$ cat src/rtl/uart_tx_pkg.sv
// Shared UART transmitter definitions: FSM state encodings and default timing.
// Latency: n/a (types and constants only).
// Backpressure: n/a.
package uart_tx_pkg;

  typedef enum logic [1:0] {
    UART_STATE_IDLE  = 2'd0,
    UART_STATE_START = 2'd1,
    UART_STATE_DATA  = 2'd2,
    UART_STATE_STOP  = 2'd3
  } uart_state_e;

  // 27 MHz core clock / 115200 baud
  localparam int unsigned UART_CLKS_PER_BIT_DEFAULT = 234;
  localparam int unsigned UART_FIFO_DEPTH_DEFAULT   = 8;

endpackage

$ cat src/rtl/uart_tx_fifo.sv
// Transmit byte FIFO: power-of-two circular buffer, count is the sole full/empty source.
// Latency: pushed byte visible on rdata_o the edge after push when empty; rdata_o is head (show-ahead).
// Backpressure: push while full and pop while empty are ignored; caller observes full_o/empty_o.
module uart_tx_fifo #(
  parameter  int unsigned DEPTH = 8,
  parameter  int unsigned WIDTH = 8,
  localparam int unsigned AW    = $clog2(DEPTH),
  localparam int unsigned CW    = AW + 1
) (
  input  logic             clock,
  input  logic             reset_n,
  input  logic             push_i,
  input  logic             pop_i,
  input  logic [WIDTH-1:0] wdata_i,
  output logic [WIDTH-1:0] rdata_o,
  output logic [CW-1:0]    count_o,
  output logic             full_o,
  output logic             empty_o
);

  logic [WIDTH-1:0] mem_q [DEPTH];
  logic [AW-1:0]    wr_ptr_q;
  logic [AW-1:0]    rd_ptr_q;
  logic [CW-1:0]    count_q;
  logic [CW-1:0]    count_d;
  logic             push_ok;
  logic             pop_ok;

  // Acceptance decided on the pre-edge count, so a push while full is lost
  // even if a pop happens on the same edge.
  assign full_o  = (count_q == CW'(DEPTH));
  assign empty_o = (count_q == '0);
  assign push_ok = push_i && !full_o;
  assign pop_ok  = pop_i && !empty_o;
  assign rdata_o = mem_q[rd_ptr_q];
  assign count_o = count_q;

  // Next occupancy: simultaneous push and pop leaves the count unchanged.
  always_comb begin
    count_d = count_q;
    if (push_ok && !pop_ok) begin
      count_d = count_q + CW'(1);
    end else if (pop_ok && !push_ok) begin
      count_d = count_q - CW'(1);
    end
  end

  // Pointers wrap naturally at the power-of-two depth.
  always_ff @(posedge clock or negedge reset_n) begin
    if (!reset_n) begin
      wr_ptr_q <= '0;
      rd_ptr_q <= '0;
      count_q  <= '0;
    end else begin
      if (push_ok) wr_ptr_q <= wr_ptr_q + AW'(1);
      if (pop_ok)  rd_ptr_q <= rd_ptr_q + AW'(1);
      count_q <= count_d;
    end
  end

  // Storage needs no reset; contents are only read behind a non-zero count.
  always_ff @(posedge clock) begin
    if (push_ok) mem_q[wr_ptr_q] <= wdata_i;
  end

endmodule

$ cat src/rtl/uart_tx.sv
// 8N1 UART transmitter fed by a byte FIFO from memory-controller stores.
// Latency: write to an empty FIFO with the line idle drives the start bit after the following edge.
// Backpressure: none on writes; a write while full is dropped and sets the sticky overflow flag.
module uart_tx
  import uart_tx_pkg::*;
#(
  parameter int unsigned CLKS_PER_BIT = UART_CLKS_PER_BIT_DEFAULT,
  parameter int unsigned FIFO_DEPTH   = UART_FIFO_DEPTH_DEFAULT
) (
  input  logic                        clock,
  input  logic                        reset_n,
  input  logic                        write_enable,
  input  logic [7:0]                  write_data,
  input  logic                        clear_overflow,
  output logic                        fifo_full,
  output logic [$clog2(FIFO_DEPTH):0] fifo_count,
  output logic                        busy,
  output logic                        overflow,
  output logic                        tx
);

  localparam int unsigned BW = $clog2(CLKS_PER_BIT);

  uart_state_e state_q;
  logic [BW-1:0] baud_q;
  logic [2:0]    bit_idx_q;
  logic [7:0]    shift_q;
  logic          tx_q;
  logic          overflow_q;
  logic [1:0]    rst_sync_q;
  logic          run;
  logic          bit_done;
  logic          fifo_pop;
  logic          fifo_empty;
  logic [7:0]    fifo_rdata;

  // Reset release is re-timed through two flops; assertion stays asynchronous.
  always_ff @(posedge clock or negedge reset_n) begin
    if (!reset_n) rst_sync_q <= 2'b00;
    else          rst_sync_q <= {rst_sync_q[0], 1'b1};
  end

  assign run      = rst_sync_q[1];
  assign bit_done = (baud_q == BW'(CLKS_PER_BIT - 1));
  // Pop on the pre-edge count only, so a byte written into an empty FIFO
  // is picked up one edge later.
  assign fifo_pop = run && !fifo_empty &&
                    ((state_q == UART_STATE_IDLE) ||
                     ((state_q == UART_STATE_STOP) && bit_done));

  uart_tx_fifo #(
    .DEPTH (FIFO_DEPTH),
    .WIDTH (8)
  ) u_fifo (
    .clock   (clock),
    .reset_n (reset_n),
    .push_i  (write_enable),
    .pop_i   (fifo_pop),
    .wdata_i (write_data),
    .rdata_o (fifo_rdata),
    .count_o (fifo_count),
    .full_o  (fifo_full),
    .empty_o (fifo_empty)
  );

  // Frame sequencer: baud counter, bit index, shift register and registered line.
  always_ff @(posedge clock or negedge reset_n) begin
    if (!reset_n) begin
      state_q   <= UART_STATE_IDLE;
      baud_q    <= '0;
      bit_idx_q <= '0;
      shift_q   <= '0;
      tx_q      <= 1'b1;
    end else begin
      case (state_q)
        UART_STATE_IDLE: begin
          baud_q <= '0;
          if (fifo_pop) begin
            shift_q <= fifo_rdata;
            tx_q    <= 1'b0;
            state_q <= UART_STATE_START;
          end
        end
        UART_STATE_START: begin
          if (bit_done) begin
            baud_q    <= '0;
            bit_idx_q <= '0;
            tx_q      <= shift_q[0];
            state_q   <= UART_STATE_DATA;
          end else begin
            baud_q <= baud_q + BW'(1);
          end
        end
        UART_STATE_DATA: begin
          if (bit_done) begin
            baud_q    <= '0;
            bit_idx_q <= bit_idx_q + 3'd1;
            if (bit_idx_q == 3'd7) begin
              tx_q    <= 1'b1;
              state_q <= UART_STATE_STOP;
            end else begin
              shift_q <= {1'b0, shift_q[7:1]};
              tx_q    <= shift_q[1];
            end
          end else begin
            baud_q <= baud_q + BW'(1);
          end
        end
        UART_STATE_STOP: begin
          if (bit_done) begin
            baud_q <= '0;
            if (fifo_pop) begin
              // Back-to-back frame: straight into the next start bit.
              shift_q <= fifo_rdata;
              tx_q    <= 1'b0;
              state_q <= UART_STATE_START;
            end else begin
              tx_q    <= 1'b1;
              state_q <= UART_STATE_IDLE;
            end
          end else begin
            baud_q <= baud_q + BW'(1);
          end
        end
        default: begin
          baud_q  <= '0;
          tx_q    <= 1'b1;
          state_q <= UART_STATE_IDLE;
        end
      endcase
    end
  end

  // Sticky overflow; an explicit clear wins over a same-edge dropped write.
  always_ff @(posedge clock or negedge reset_n) begin
    if (!reset_n)                          overflow_q <= 1'b0;
    else if (clear_overflow)               overflow_q <= 1'b0;
    else if (write_enable && fifo_full)    overflow_q <= 1'b1;
  end

  assign tx       = tx_q;
  assign overflow = overflow_q;
  assign busy     = (state_q != UART_STATE_IDLE) || (fifo_count != '0);

endmodule

$ cat config.mk
export PLATFORM = sky130hd
export DESIGN_NAME = uart_tx
export DESIGN_NICKNAME = d
export VERILOG_FILES = /design/src/rtl/uart_tx_pkg.sv /design/src/rtl/uart_tx_fifo.sv /design/src/rtl/uart_tx.sv
export SDC_FILE = /design/constraint.sdc
export NUM_CORES = 1
export LEC_CHECK = 0
export ABC_AREA = 0
export ABC_CLOCK_PERIOD_IN_PS = 3670
export BUFFER_PORTS_ARGS = -buffer_cell sky130_fd_sc_hd__buf_4
export CAP_MARGIN = 10
export CORE_MARGIN = 8
export CORE_UTILIZATION = 40
export CTS_CLUSTER_SIZE = 10
export DETAILED_ROUTE_END_ITERATION = 7
export GPL_ROUTABILITY_DRIVEN = 0
export GPL_TIMING_DRIVEN = 0
export MAX_ROUTING_LAYER = met4
export SLEW_MARGIN = 15
export SYNTH_ARGS = -nofsm -noshare
export SYNTH_HDL_FRONTEND = slang
export SYNTH_HIERARCHICAL = 1
export SYNTH_SLANG_ARGS = --single-unit
$ cat constraint.sdc
create_clock -name clock -period 3.67 [get_ports clock]
set_input_delay 0 -clock clock [delete_from_list [all_inputs] [get_ports clock]]
set_output_delay 0 -clock clock [all_outputs]
set_load 0.05 [all_outputs]
After elaboration in Yosys (flattened, before gate mapping)
Memory sizes are Yosys's and may differ from the RTL's.
Index checks and enable logic that the tools add are counted.
W data, S select, Z words.

word-level totals
  bits in registers = 35
  bits in latches = 0
  RAM bits = 64
  bits in read-only memories = 0
  input port bits = 12
  output and inout port bits = 8
  word-level logic and storage cells = 86
  memories kept = 1

operators by class
  add/sub/neg operators = 6
  multiply operators = 0
  divide/modulo/power cells = 0
  $lt $le $gt $ge = 0
  equality and inequality tests = 12
  shift operators = 0
  muxes and demuxes = 30
  bitwise operators = 0
  reductions and logical operators = 27

memories
  memory        depth  width  rd ports  clocked after Yosys merged registers in  wr ports  RTL line            text
  u_fifo.mem_q  8      8      1         0                                        1         uart_tx_fifo.sv:21  logic [WIDTH-1:0] mem_q [DEPTH];

operators by type and width
  kind                   number
  $mux W8                5
  $pmux W8 S3            1
  $pmux W8 S2            1
  $mux W1                11
  $mux W2                5
  $ne A2 B2 Y1 const B   5
  $add A3 B1 Y3 const B  3
  $add A8 B1 Y8 const B  1
  $eq A8 B8 Y1 const B   1
  $logic_and A1 B1 Y1    8
  $mux W4                2
  $pmux W2 S4            1
  $reduce_and A4 Y1      2
  $reduce_bool A2 Y1     4
  $mux W3                2
  $pmux W3 S2            1
  $reduce_and A5 Y1      1
  $add A4 B1 Y4 const B  1
  $eq A2 B2 Y1 const B   2
  $eq A4 B4 Y1 const B   1
  $logic_not A1 Y1       4
  $logic_not A4 Y1       1
  $pmux W1 S4            1
  $reduce_bool A4 Y1     1
  other kinds (9)        10

Logic depth before layout (Yosys ltp)
  depth after elaboration = 8
  gate-level depth with buffers = 13
  gate-level depth less buffers = 13

Cells and area by module
The synthesis kept the hierarchy.

modules (own cells, without submodules)
  module        times used  cells an instance  area an instance (um2)  sequential area each (um2)
  uart_tx_fifo  1           157                3133.0                  2172.1
  uart_tx       1           124                1347.5                  626.9

Least setup slack after synthesis
OpenSTA, ideal clock, no wires.

  kind = reg-to-reg
  start point = register u_fifo.count_q[0] (netlist: u_fifo/count_o[0])
  end point = register u_fifo.count_q[3] (netlist: u_fifo/count_o[3])
  library setup time = 0.131 ns
  arrival = 2.772 ns
  data required time = 3.539 ns
  path slack = 0.767 ns
  stages on the path, launching flop included = 11
  path buffers = 0
  period minus slack after synthesis = 2.903 ns
  path through = dfrtp_1 nor4_1 nand2b_1 nor2_1 o41ai_4 ha_1 inv_1 ha_1 or4_1 o211ai_1 o211ai_1

on the way
  cells in the longest elaborated chain, start to end = 8
  elaborated cells on any way between the ends = 17
  classes of those cells = add/sub: 2; eq/ne: 1; mux: 2; reduce/logical: 12

RTL lines
  what                                                  RTL line            text
  start: declaration                                    uart_tx_fifo.sv:24  logic [CW-1:0] count_q;
  start signal: assignment                              uart_tx_fifo.sv:57  count_q <= count_d;
  $logic_not A4 Y1 *                                    uart_tx_fifo.sv:32  assign empty_o = (count_q == '0);
  named net fifo_empty                                  uart_tx.sv:34       logic fifo_empty;
  $logic_not A1 Y1 *                                    uart_tx.sv:47       assign fifo_pop = run && !fifo_empty &&
  $logic_and A1 B1 Y1 * (2 in series)                   uart_tx.sv:47
  named net fifo_pop                                    uart_tx.sv:33       logic fifo_pop;
  $logic_and A1 B1 Y1 *                                 uart_tx_fifo.sv:34  assign pop_ok = pop_i && !empty_o;
  $logic_not A1 Y1                                      uart_tx_fifo.sv:41  if (push_ok && !pop_ok) begin
  $logic_and A1 B1 Y1                                   uart_tx_fifo.sv:41
  $mux W4 / $reduce_bool A2 Y1 (equally long branches)  n/a

Mark *: on every way through the listed nets, which the timed path passes. The rest lies on a longest branch. The select of a mux whose other input is x is not followed.
A chain may end at the register's enable or synchronous reset.

Worst setup path in the final report
  start point = register state_q[1]
  end point = register u_fifo.count_q[3] (netlist: u_fifo/count_o[3])

on the way
  cells in the longest elaborated chain, start to end = 8
  elaborated cells on any way between the ends = 11
  classes of those cells = eq/ne: 1; mux: 1; reduce/logical: 9

RTL lines
  what                                                  RTL line            text
  start: declaration                                    uart_tx.sv:24       uart_state_e state_q;
  start signal: assignment                              uart_tx.sv:69       state_q <= UART_STATE_IDLE;
  start signal: assignment                              uart_tx.sv:81       state_q <= UART_STATE_START;
  start signal: assignment                              uart_tx.sv:89       state_q <= UART_STATE_DATA;
  $eq A2 B2 Y1                                          uart_tx.sv:49       ((state_q == UART_STATE_STOP) && bit_done));
  $logic_and A1 B1 Y1                                   uart_tx.sv:49
  $logic_or A1 B1 Y1 *                                  uart_tx.sv:48       ((state_q == UART_STATE_IDLE) ||
  $logic_and A1 B1 Y1 *                                 uart_tx.sv:47
  named net fifo_pop                                    uart_tx.sv:33
  $logic_and A1 B1 Y1 *                                 uart_tx_fifo.sv:34
  $logic_not A1 Y1                                      uart_tx_fifo.sv:41
  $logic_and A1 B1 Y1                                   uart_tx_fifo.sv:41
  $mux W4 / $reduce_bool A2 Y1 (equally long branches)  n/a

Mark *: on every way through the listed nets, which the timed path passes. The rest lies on a longest branch.

==> metrics.md <==
| Metric | Value |
|---|---|
| Status | `completed` |
| Delay of the slowest cell on the worst path | `about 500 ps` |
| Maximum clock rate | `0.325 GHz` |
| Largest net degree at the start of global routing | `36` |
| Reg2reg start | `state_q[1]$_DFFE_PN0P_` |
| Total wire length | `~8 mm` |
| Fraction of synthesis flops using an asynchronous set or reset pin | `35.4%` |
| Commonest non-fill, non-tap cells in the layout | `sky130_fd_sc_hd__edfxtp_1 (64), sky130_fd_sc_hd__dfrtp_1 (34), sky130_fd_sc_hd__buf_4 (21)` |
| Seq. cell area | `about 2800 um^2` |
| Critical-path cell with the highest stage delay | `sky130_fd_sc_hd__or4_1` |
| Vias | `2439` |
| Critical path fanouts, max | `7` |
| Initial cell density of the core | `41.2%` |
| Clock insertion delay at the later pin of the skew report | `about 370 ps` |
| Die Footprint | `14800 um^2` |
| Worst path most repeated cell | `sky130_fd_sc_hd__ha_1` |
| Pin slew with the least headroom to its limit | `between 900 and 1000 ps` |
| Count of endpoints failing hold in the final timing report | `0` |
| Commonest non-fill, non-tap cell in the layout | `sky130_fd_sc_hd__edfxtp_1` |
| Final Setup Violations | `0` |
| MaxCap Viol Count | `0` |
| Largest vdd supply drop | `0.400 mV` |
| Area post-placement | `4820 um^2` |
| Register-to-Register Path Depth | `12` |
| Family with the most delay on the worst path | `simple AND/OR/NAND/NOR gates` |
| H-tree Lvls | `3` |
| Maximum number of buffers from clock root to sink | `2` |
| Number of antenna violations at the first check in global routing | `0` |
| Ratio of cells with drive above 1 in the final layout | `roughly 22%` |
| CP Data Required Time | `between 3000 and 4000 ps` |
| Resized Gates After CTS | `0` |
| Power per standard cell area | `737 nW/um^2` |
| ANT nets after route | `0` |
| Via density per instance | `just over 5` |
| Minimum setup slack among reg-to-reg paths | `590 ps` |
| RSZ-0062 raised after global routing | `no` |
| Total iterations of the first detailed-routing run | `4` |
| Mean post-synth cell area | `roughly 16 um^2` |
| Count of antenna diodes in the layout | `0` |
| Number of warnings printed during yosys synthesis | `6` |
| Buffers inserted during post-CTS setup optimization | `0` |
| Starting DRT DRC Count | `131` |
| Crit path depth | `12` |
| Data arrival time of the critical path | `roughly 3300 ps` |
| Post-Synthesis Cell Area | `4480 um^2` |
| Global-route wire length before repair | `13.2 mm` |
| Die span in y | `between 100 and 150 um` |
| Via count of the first global-routing pass | `2462` |
| Buffering stage count on the worst path with inverters included | `2` |
| Critical path launch point type | `flop` |
| Syn_nets | `309` |
| Type of the worst setup path | `flop to flop` |
| Area of the multi-input gates | `around 1600 um^2` |
| Layout Area Growth over Synthesis | `14.4%` |
| Clk slew on worst S/H paths | `approximately 100 ps` |
| HPWL after detailed placement | `5.24 mm` |
| Number of sinks driven by the clock tree | `99` |
| Worst R2R End | `u_fifo/count_o[3]$_DFFE_PN0P_` |
| Total number of nets in the final design | `approximately 350` |
| Cell breakdown of the critical path | `ha_1 > inv_1 > nor3_1 > nor2_1 > nor2_1 > o41ai_4 > ha_1 > inv_1 > ha_1 > or4_1 > o211ai_1 > o211ai_1` |
| Cell Rows | `38` |
| Post-detailed-route DRC marker count | `0` |
| Total leakage power | `1.95 nW` |
| Skew final | `a little under 10 ps` |
| Root Buffer Master | `sky130_fd_sc_hd__clkbuf_8` |
| Number of flip-flops and latches in the synthesized netlist | `99` |
| Total CTS buffers | `9` |
| Horiz. Die Dim | `122 um` |
| Finished Layout Cells | `470` |
| Final design instance area without fill | `5120 um^2` |
| Count of input and output buffers | `19` |
| Synthesized instance count | `281` |
| Filler instances | `roughly 940` |
| Final-report max-slew violation count | `0` |
| Remaining Overflow, GRT | `0` |
| Minimum period implied by the final worst setup slack | `3080 ps` |
| Sum Neg Setup Slack | `0 ps` |
| CTS tree | `yes` |
| Detailed-route wire length per cell | `17.2 um` |
| Path category of the worst min-delay check | `input pin to asynchronous set/reset pin` |
| Cell Count Post-Placement | `around 440` |
| Rel. slew slack | `34.1%` |
| Total Routing Usage GR | `12.0%` |
| I/O pin cnt | `20` |
| Number of enable-type register cells in the synthesized netlist | `64` |
| Fin crit share | `a little over four fifths` |
| Count of distinct cell types in the synthesized netlist | `52` |
| Primary flip-flop cell chosen by synthesis mapping | `sky130_fd_sc_hd__edfxtp_1` |
| Core region area | `10900 um^2` |
| Sequential-to-total area share from yosys stat | `62.5%` |
| Setup crit end kind | `flop` |
==> routing by layer <==
layer	wire length (um)	track usage, %	up-vias
li1	-	-	1178
met1	3770	15.1	1213
met2	3940	18.4	38
met3	276	3.79	10
met4	79	3.32	0
met5	0	-	-
==> flip-flops by register name, indices dropped and copies added, names as in the netlist <==
name,flops
u_fifo/mem_q,64
state_q,2
baud_q,8
u_fifo/rd_ptr_q,3
u_fifo/wr_ptr_q,3
rst_sync_q,2
bit_idx_q,3
tx,1
overflow,1
u_fifo/count_o,4
shift_q,8
==> cells by family after synthesis <==
group / Yosys count / synth area share (%)
compound gates: 36 / 6.76
xor+xnor: 10 / 1.95
fa+ha+maj: 16 / 4.64
buf+inv: 20 / 2.40
flops: 99 / 62.5
mux: 32 / 13.4
other cells: 1 / 0.0837
simple gates: 67 / 8.32
==> per-stage QoR <==
step	worst slack, ps	total power, mW	util, %	hold WS (ps)
6_report	595	3.78	47.1	113
3_3_place_gp	665	3.10	44.1	-12.9
3_5_place_dp	593	3.15	44.3	-11.7
4_1_cts	575	3.83	47.1	116
5_1_grt	388	4.02	47.1	139
2_1_floorplan	767	2.75	-	-296
==> power breakdown <==
part / internal [mW] / switching, mW
Sequential: 1.44 / 0.181
Clock: 0.260 / 0.399
Combinational: 0.704 / 0.789
==> area by class of cell <==
cell class | instances | share of cell area, %
Sequential cell | 99 | 54.6
Inverter | 12 | 0.879
Buffer | 8 | 1.22
Timing Repair Buffer | 33 | 5.42
Clock inverter | 7 | 1.12
Clock buffer | 9 | 2.42
Multi-Input combinational cell | 162 | 30.9
Tap cell | 140 | 3.42
==> synthesized netlist by cell type (2+ instances only) <==
cell type,number,share of area (%)
sky130_fd_sc_hd__nand3b_1,2,0.34
sky130_fd_sc_hd__a21oi_1,6,0.67
sky130_fd_sc_hd__nand3_1,8,0.89
sky130_fd_sc_hd__o211ai_1,3,0.50
sky130_fd_sc_hd__mux4_1,16,9.4
sky130_fd_sc_hd__nor4_1,2,0.28
sky130_fd_sc_hd__edfxtp_1,64,43
sky130_fd_sc_hd__dfrtp_1,34,19
sky130_fd_sc_hd__nor3_1,6,0.67
sky130_fd_sc_hd__o221a_2,6,1.5
sky130_fd_sc_hd__xor2_1,3,0.59
sky130_fd_sc_hd__clkbuf_1,3,0.25
sky130_fd_sc_hd__o21ai_0,6,0.67
sky130_fd_sc_hd__ha_1,15,4.2
sky130_fd_sc_hd__buf_6,2,0.50
sky130_fd_sc_hd__nand2_1,10,0.84
sky130_fd_sc_hd__nor2_1,19,1.6
sky130_fd_sc_hd__mux2_2,14,3.5
sky130_fd_sc_hd__inv_1,12,1.0
sky130_fd_sc_hd__a22o_1,2,0.39
sky130_fd_sc_hd__nand2b_1,9,1.3
sky130_fd_sc_hd__xnor2_1,7,1.4
sky130_fd_sc_hd__or3_1,3,0.42
==> how the worst max path moves through the flow <==
stage                             startpoint                            end  slack [ps]
3_3_place_gp          state_q[1]$_DFFE_PN0P_  u_fifo/count_o[3]$_DFFE_PN0P_         660
4_1_cts               state_q[1]$_DFFE_PN0P_  u_fifo/count_o[3]$_DFFE_PN0P_         580
5_1_grt               state_q[1]$_DFFE_PN0P_  u_fifo/count_o[3]$_DFFE_PN0P_         390
3_5_place_dp          state_q[1]$_DFFE_PN0P_  u_fifo/count_o[3]$_DFFE_PN0P_         590
2_1_floorplan  u_fifo/count_o[0]$_DFFE_PN0P_  u_fifo/count_o[3]$_DFFE_PN0P_         770
6_report              state_q[1]$_DFFE_PN0P_  u_fifo/count_o[3]$_DFFE_PN0P_         590
==> what timing repair did <==
item,CTS,global route
hold buffers,12,0
endpoints found under the hold margin,102,0
setup endpoints to repair,0,0
No activity file was read; power rests on OpenSTA's default activity.
